$ cat src/rtl/bit_timing.sv
// Bit timing engine for a CAN-FD style controller.
//
// Each bit is split into SYNC (1 tq), TSEG1 (tseg1+1 tq) and TSEG2 (tseg2+1 tq),
// where one time quantum is brp+1 clocks. At entry to SYNC the block latches
// fdPhase and the matching nominal or data configuration, and holds them for the
// whole bit. A falling edge on rx during TSEG1/TSEG2 (with hardSyncEn) restarts
// TSEG1.
//
// Ports:
//   clock          system clock, rising-edge active
//   resetN         asynchronous active-low reset
//   enable         1 = run, 0 = return to idle on the next clock
//   rx             bus receive level (synchronous to clock)
//   hardSyncEn     allow a 1->0 rx edge to hard-sync the bit
//   fdPhase        1 = next bit uses the data-phase configuration
//   brpNom/tseg1Nom/tseg2Nom     nominal prescaler and segments (value - 1)
//   brpData/tseg1Data/tseg2Data  data-phase prescaler and segments (value - 1)
//   samplePoint    registered pulse, first clock of TSEG2 in a nominal bit
//   samplePointFD  registered pulse, first clock of TSEG2 in a data-phase bit
//   bitStart       registered pulse, first clock of SYNC
module bit_timing #(
  parameter int unsigned NOM_W = 8,
  parameter int unsigned DAT_W = 5
) (
  input  logic             clock,
  input  logic             resetN,
  input  logic             enable,
  input  logic             rx,
  input  logic             hardSyncEn,
  input  logic             fdPhase,
  input  logic [NOM_W-1:0] brpNom,
  input  logic [NOM_W-1:0] tseg1Nom,
  input  logic [NOM_W-1:0] tseg2Nom,
  input  logic [DAT_W-1:0] brpData,
  input  logic [DAT_W-1:0] tseg1Data,
  input  logic [DAT_W-1:0] tseg2Data,
  output logic             samplePoint,
  output logic             samplePointFD,
  output logic             bitStart
);

  // Latched configuration is held at the wider of the two field widths.
  localparam int unsigned CfgW = (NOM_W > DAT_W) ? NOM_W : DAT_W;

  typedef enum logic [1:0] {StIdle, StSync, StTseg1, StTseg2} state_e;

  state_e            state_q;
  logic [CfgW-1:0]   presc_q;
  logic [CfgW-1:0]   seg_q;
  logic [CfgW-1:0]   brp_q;
  logic [CfgW-1:0]   tseg1_q;
  logic [CfgW-1:0]   tseg2_q;
  logic              fd_q;
  logic              prev_rx_q;

  logic            tq_end;
  logic            rx_fall;
  logic            hard_sync;
  logic [CfgW-1:0] sel_brp;
  logic [CfgW-1:0] sel_tseg1;
  logic [CfgW-1:0] sel_tseg2;

  assign tq_end    = (presc_q == brp_q);
  assign rx_fall   = prev_rx_q & ~rx;
  assign hard_sync = hardSyncEn & rx_fall & ((state_q == StTseg1) | (state_q == StTseg2));

  // Configuration captured on the edge that enters SYNC.
  assign sel_brp   = fdPhase ? CfgW'(brpData)   : CfgW'(brpNom);
  assign sel_tseg1 = fdPhase ? CfgW'(tseg1Data) : CfgW'(tseg1Nom);
  assign sel_tseg2 = fdPhase ? CfgW'(tseg2Data) : CfgW'(tseg2Nom);

  always_ff @(posedge clock or negedge resetN) begin
    if (!resetN) begin
      state_q       <= StIdle;
      presc_q       <= '0;
      seg_q         <= '0;
      brp_q         <= '0;
      tseg1_q       <= '0;
      tseg2_q       <= '0;
      fd_q          <= 1'b0;
      prev_rx_q     <= 1'b1;
      samplePoint   <= 1'b0;
      samplePointFD <= 1'b0;
      bitStart      <= 1'b0;
    end else begin
      prev_rx_q     <= rx;
      samplePoint   <= 1'b0;
      samplePointFD <= 1'b0;
      bitStart      <= 1'b0;

      if (!enable) begin
        state_q <= StIdle;
        presc_q <= '0;
        seg_q   <= '0;
      end else if (hard_sync) begin
        // The tq holding the edge stands in for SYNC; no bitStart, and any
        // sample point due on this edge is dropped.
        state_q <= StTseg1;
        presc_q <= '0;
        seg_q   <= '0;
      end else begin
        unique case (state_q)
          StIdle: begin
            state_q  <= StSync;
            presc_q  <= '0;
            seg_q    <= '0;
            fd_q     <= fdPhase;
            brp_q    <= sel_brp;
            tseg1_q  <= sel_tseg1;
            tseg2_q  <= sel_tseg2;
            bitStart <= 1'b1;
          end
          StSync: begin
            if (tq_end) begin
              state_q <= StTseg1;
              presc_q <= '0;
              seg_q   <= '0;
            end else begin
              presc_q <= presc_q + 1'b1;
            end
          end
          StTseg1: begin
            if (tq_end) begin
              presc_q <= '0;
              if (seg_q == tseg1_q) begin
                state_q       <= StTseg2;
                seg_q         <= '0;
                samplePoint   <= ~fd_q;
                samplePointFD <= fd_q;
              end else begin
                seg_q <= seg_q + 1'b1;
              end
            end else begin
              presc_q <= presc_q + 1'b1;
            end
          end
          StTseg2: begin
            if (tq_end) begin
              presc_q <= '0;
              if (seg_q == tseg2_q) begin
                state_q  <= StSync;
                seg_q    <= '0;
                fd_q     <= fdPhase;
                brp_q    <= sel_brp;
                tseg1_q  <= sel_tseg1;
                tseg2_q  <= sel_tseg2;
                bitStart <= 1'b1;
              end else begin
                seg_q <= seg_q + 1'b1;
              end
            end else begin
              presc_q <= presc_q + 1'b1;
            end
          end
          default: begin
            state_q <= StIdle;
            presc_q <= '0;
            seg_q   <= '0;
          end
        endcase
      end
    end
  end

endmodule
$ cat config.mk
export PLATFORM = sky130hd
export DESIGN_NAME = bit_timing
export DESIGN_NICKNAME = d
export VERILOG_FILES = /design/src/rtl/bit_timing.sv
export SDC_FILE = /design/constraint.sdc
export NUM_CORES = 1
export LEC_CHECK = 0
export CORE_MARGIN = 4
export CORE_UTILIZATION = 53
export CTS_CLUSTER_SIZE = 30
export DETAILED_ROUTE_END_ITERATION = 10
export PLACE_DENSITY_LB_ADDON = 0.1
export SLEW_MARGIN = 20
export SYNTH_ARGS = -nofsm -noshare
export SYNTH_HDL_FRONTEND = slang
export SYNTH_SLANG_ARGS = --single-unit
export TNS_END_PERCENT = 30
$ cat constraint.sdc
create_clock -name clock -period 2.7 [get_ports clock]
set_input_delay 0.27 -clock clock [delete_from_list [all_inputs] [get_ports clock]]
set_output_delay 0.27 -clock clock [all_outputs]
set_load 0.02 [all_outputs]
* After elaboration in Yosys (flattened, before gate mapping) *
Cells that the tools add are included.

storage, ports and cells
  bits in registers = 47

operators by class
  eq/ne operators = 13
  bitwise gates (word level) = 7
  add/sub/neg operators = 2
  mux-type cells = 50
  reduce and logical (&&, ||, !) cells = 6

operators with widths
  operator                                                                  count
  8-bit 2-to-1 mux                                                          19
  8-bit case mux with 2 select lines                                        4
  8-bit case mux with 4 select lines                                        1
  8-bit equality test                                                       3
  8-bit by 1-bit adder with 8-bit output (second input constant)            2
  1-bit 2-to-1 mux                                                          16
  2-bit 2-to-1 mux                                                          7
  4-bit inequality test (second input constant)                             3
  5-bit AND reduction                                                       2
  4-bit by 3-bit inequality test with 1-bit output (second input constant)  2
  2-bit case mux with 4 select lines                                        1
  2-bit equality test (second input constant)                               2
  1-bit case mux with 2 select lines                                        2
  1-bit bitwise AND                                                         3
  1-bit NOT                                                                 3
  3-bit AND reduction                                                       1
  3-bit OR reduction                                                        1
  2-bit by 1-bit equality test with 1-bit output (second input constant)    1
  2-bit zero test                                                           1
  2-bit by 1-bit inequality test with 1-bit output (second input constant)  1
  2-bit inequality test (second input constant)                             1
  2-bit nonzero test                                                        1
  1-bit bitwise OR                                                          1

* Longest topological paths before layout *
  depth in word-level cells = 6
  depth in mapped cells = 9
  depth with buffers taken out = 8

* Worst setup path before layout *
Ideal clock, no wire load.

  kind = reg-to-reg
  start = register state_q[0]
  end = register seg_q[7]
  arrival = 1.833 ns
  cell stages (with the launch flop) = 9
  setup time = 0.077 ns
  clock period less this slack = 1.910 ns
  path slack = 0.790 ns
  buffers on the path = 0
  cells stage by stage = dfrtp_1 inv_1 ha_1 or2_2 a21o_1 o211ai_2 nand2_1 or3_1 a21oi_1

on the way
  longest elaborated chain between the ends = 5

ends and longest elaborated chain
  element                                                                     line     RTL
  from (decl)                                                                 47       state_e state_q;
  from (signal assigned)                                                      74       state_q <= StIdle;
  from (signal assigned)                                                      92       state_q <= StIdle;
  from (signal assigned)                                                      98       state_q <= StTseg1;
  2-bit equality test                                                         65, 102
  1-bit bitwise OR                                                            65       assign hard_sync = hardSyncEn & rx_fall & ((state_q == StTseg1) | (state_q == StTseg2));
  1-bit bitwise AND                                                           65
  4-bit inequality test (no source line) or 8-bit 2-to-1 mux (tied branches)  n/a
  3-bit AND reduction (no source line) or 8-bit 2-to-1 mux (tied branches)    n/a
  to (signal assigned)                                                        131      seg_q <= seg_q + 1'b1;
  to (signal assigned)                                                        149      seg_q <= seg_q + 1'b1;
  to (decl)                                                                   49       logic [CfgW-1:0] seg_q;

Parallel ways exist; a longest one is shown, timed or not.
A chain may end at the register's enable or synchronous reset.

* Worst setup path in the final report *
Same ends and word-level chain as after synthesis.

==> impl_metrics.yaml <==
run_status:
  status: "finished clean"
worst_setup_path:
  end_kind: "flip-flop"
  slowest_stage: "dfrtp_1"
  setup.worst_path.start: "state_q[0]"
  reg2reg_depth: 8
  required_ps: 2930
  rr_endpoint: "seg_q[7]"
  cp.arrival_ps: 2360
  r2r-start: "state_q[0]"
  start_kind: "flip-flop"
  r2r_slack_ps: 570
  max_stage_delay_ps: 430
  crit_path_max_fanout: 9
  critPathKind: "reg2reg"
  path_cells: "inv_1 > ha_1 > or2_2 > a21o_1 > o211ai_2 > nand2_1 > or3_1 > a21oi_1"
floorplanning:
  dieWidth_microns: 79.08
  start_util_pct: 55.58
  dieArea_sq_um: 6253
  ios: 48
  coreArea_sq_um: 4817
  rows: 25
  die_y_microns: 79.08
clocking:
  clock-sinks: 47
  numCtsBuffers: 5
  clockBufferDepth: 2
  htree_levels: 2
  insertion_delay_ps: 300
  cts_tree: "done"
  clk_pin_slew_ps: 90
  clock-root-buffer: "clkbuf_8"
drt:
  wl_per_cell_microns: 14.78
  drc: 0
  wirelength_microns: 5113
  vias_per_cell: 5.223
  ant_nets: 0
  num_vias: 1807
  drtIter0Drc: 56
  firstDrtPassIters: 4
yosys:
  yosysTopAreaCellShare_pct: 42.99
  synth_warnings: 0
  syn-cell-area_sq_um: 2678
  async_flop_share_pct: 100.0
  synth_top_cell_by_area: "dfrtp_1"
  ys_dominant_reg_cell: "dfrtp_1"
  synthTopCellsByArea: "dfrtp_1 (43%), mux2_4 (11%), mux2_2 (8.8%)"
  synth.avg_cell_area_sq_um: 11.80
  yosysSeqAreaShare_pct: 43.97
  syn_inst: 227
  synth_edf_count: 0
  yosys_register_bits: 47
  postSynthNetCount: 279
  ys_types: 35
finish:
  final_cell_mix: "dfrtp_1 (46), clkdlybuf4s50_1 (46), mux2_2 (21)"
  nFillCells: 405
  area_growth_pct: 22.80
  multi_input_area_sq_um: 1409
  fin_nets: 330
  diodes: 0
  drive_gt1_share_pct: 20.43
  register_area_sq_um: 1177
sta:
  slew_headroom_pct: 47.88
  period_minus_slack_ps: 2134
  fin_worst_skew_ps: 10.34
  max_clock_freq_mhz: 468.5
  fin_crit_sh_pct: 79.05
  hold_ws_ps: 388.2
  rsz0062_at_grt: "no"
  final_max_slew_viol_count: 0
  setup_viol: 0
  fin_tns_setup_ps: 0
  worstMarginPinSlew_ps: 779.3
  final-hold-violation-count: 0
power_and_ir_drop:
  power.density_nw_per_um2: 772.2
  ir_worst_vdd_mv: 0.4062
  p_total_mw: 2.539
  leakage_nw: 1.458
hold_path:
  min_to: "prev_rx_q"
  min_from: "rx"
  min_path_type: "in2reg"
  min_path_cells: 1
grt:
  track_usage_pct: 18.15
  grt_pass1_wl_microns: 8880
  grt_max_degree: 32
  antenna_found_initial: 0
  grt_overflow: 0
  grt_pass1_vias: 1923
run:
  cap_viol_max_count: 0
placement:
  portBuffers: 47
  dp_hpwl_microns: 3873
  gp_congestion: 0.8208
## metrics by stage
stage | setup slack (ps) | instances | area [sq um] | util [%]
after floorplan | 789.7 | 227 | 2678 | -
after detailed placement | 566.6 | 337 | 3197 | 66.36
after global routing | 432.0 | 346 | 3288 | 68.26
final | 565.7 | 346 | 3288 | 68.26
after global placement | 629.0 | 337 | 3197 | 66.36
after CTS | 560.8 | 346 | 3288 | 68.26
## repair_timing
action / CTS / global route
gates resized for setup: 0 / 0
setup buffers: 0 / 0
hold buffers: 1 / 0
setup endpoints to repair: 0 / 0
hold endpoints to repair: 15 / 0
## layer usage
metal	track usage [%]	share of wire, %	vias up	wire (microns)
li1	-	-	883	-
met5	0	0	-	0
met4	6.357	1.8	0	92
met2	30.98	49	38	2511
met1	22.43	44	878	2253
met3	4.308	5.0	8	256
## worst max-delay path, delay by kind of cell, from the launching register on
kind            cells  cell delay, ps
flops               1             430
buf+inv             1             100
simple gates        3             790
fa+ha+maj           1             240
compound gates      3             500
## cell type report
type / count / area share [%]
inverter: 5 / 0.5708
tap: 67 / 2.549
multi-input combinational: 167 / 42.85
clock buffer: 7 / 2.321
clock inverter: 1 / 0.1522
timing repair buffer: 52 / 15.75
sequential: 47 / 35.81
## worst max path at each step
stage                to  cells after the start
2_1_floorplan  seg_q[7]                      8
3_3_place_gp   seg_q[0]                      7
3_5_place_dp   seg_q[0]                      7
4_1_cts        seg_q[7]                      8
5_1_grt        seg_q[7]                      8
6_report       seg_q[7]                      8
## power breakdown
part | internal (mW) | total [mW] | switching (mW)
Sequential | 0.927 | 1.12 | 0.188
Clock | 0.182 | 0.404 | 0.222
Combinational | 0.620 | 1.02 | 0.400
## kinds of logic (layout without fill, tap and decap cells)
kind of cell / after synthesis / after routing / share of synthesized area, %
buffers and inverters: 13 / 65 / 3.411
flip-flops: 47 / 47 / 43.97
XOR/XNOR: 32 / 32 / 10.47
AO/OA/AOI/OAI: 18 / 18 / 5.046
multiplexers: 41 / 41 / 20.05
AND/OR/NAND/NOR: 69 / 69 / 13.78
adder cells (fa/ha/maj): 7 / 7 / 3.271
## registers in the layout (all words and copies together) (netlist names)
| signal | cells |
|---|---|
| samplePointFD | 1 |
| tseg1_q | 8 |
| presc_q | 8 |
| samplePoint | 1 |
| state_q | 2 |
| prev_rx_q | 1 |
| brp_q | 8 |
| fd_q | 1 |
| bitStart | 1 |
| tseg2_q | 8 |
| seg_q | 8 |
## cells in the mapped netlist (2+ instances only)
library cell and number:
a22o_1 4, and3_1 7, buf_12 2, clkbuf_1 3, dfrtp_1 46, ha_1 7, inv_1 5, mux2_2 21
mux2_4 20, nand2_1 8, nand3_1 8, nand3b_1 2, nand4_1 4, nor2_1 18, nor2b_1 12, nor4_1 4
o21a_1 2, o21ai_0 7, xnor2_1 17, xor2_1 15
No activity file was read; power rests on OpenSTA's default activity.
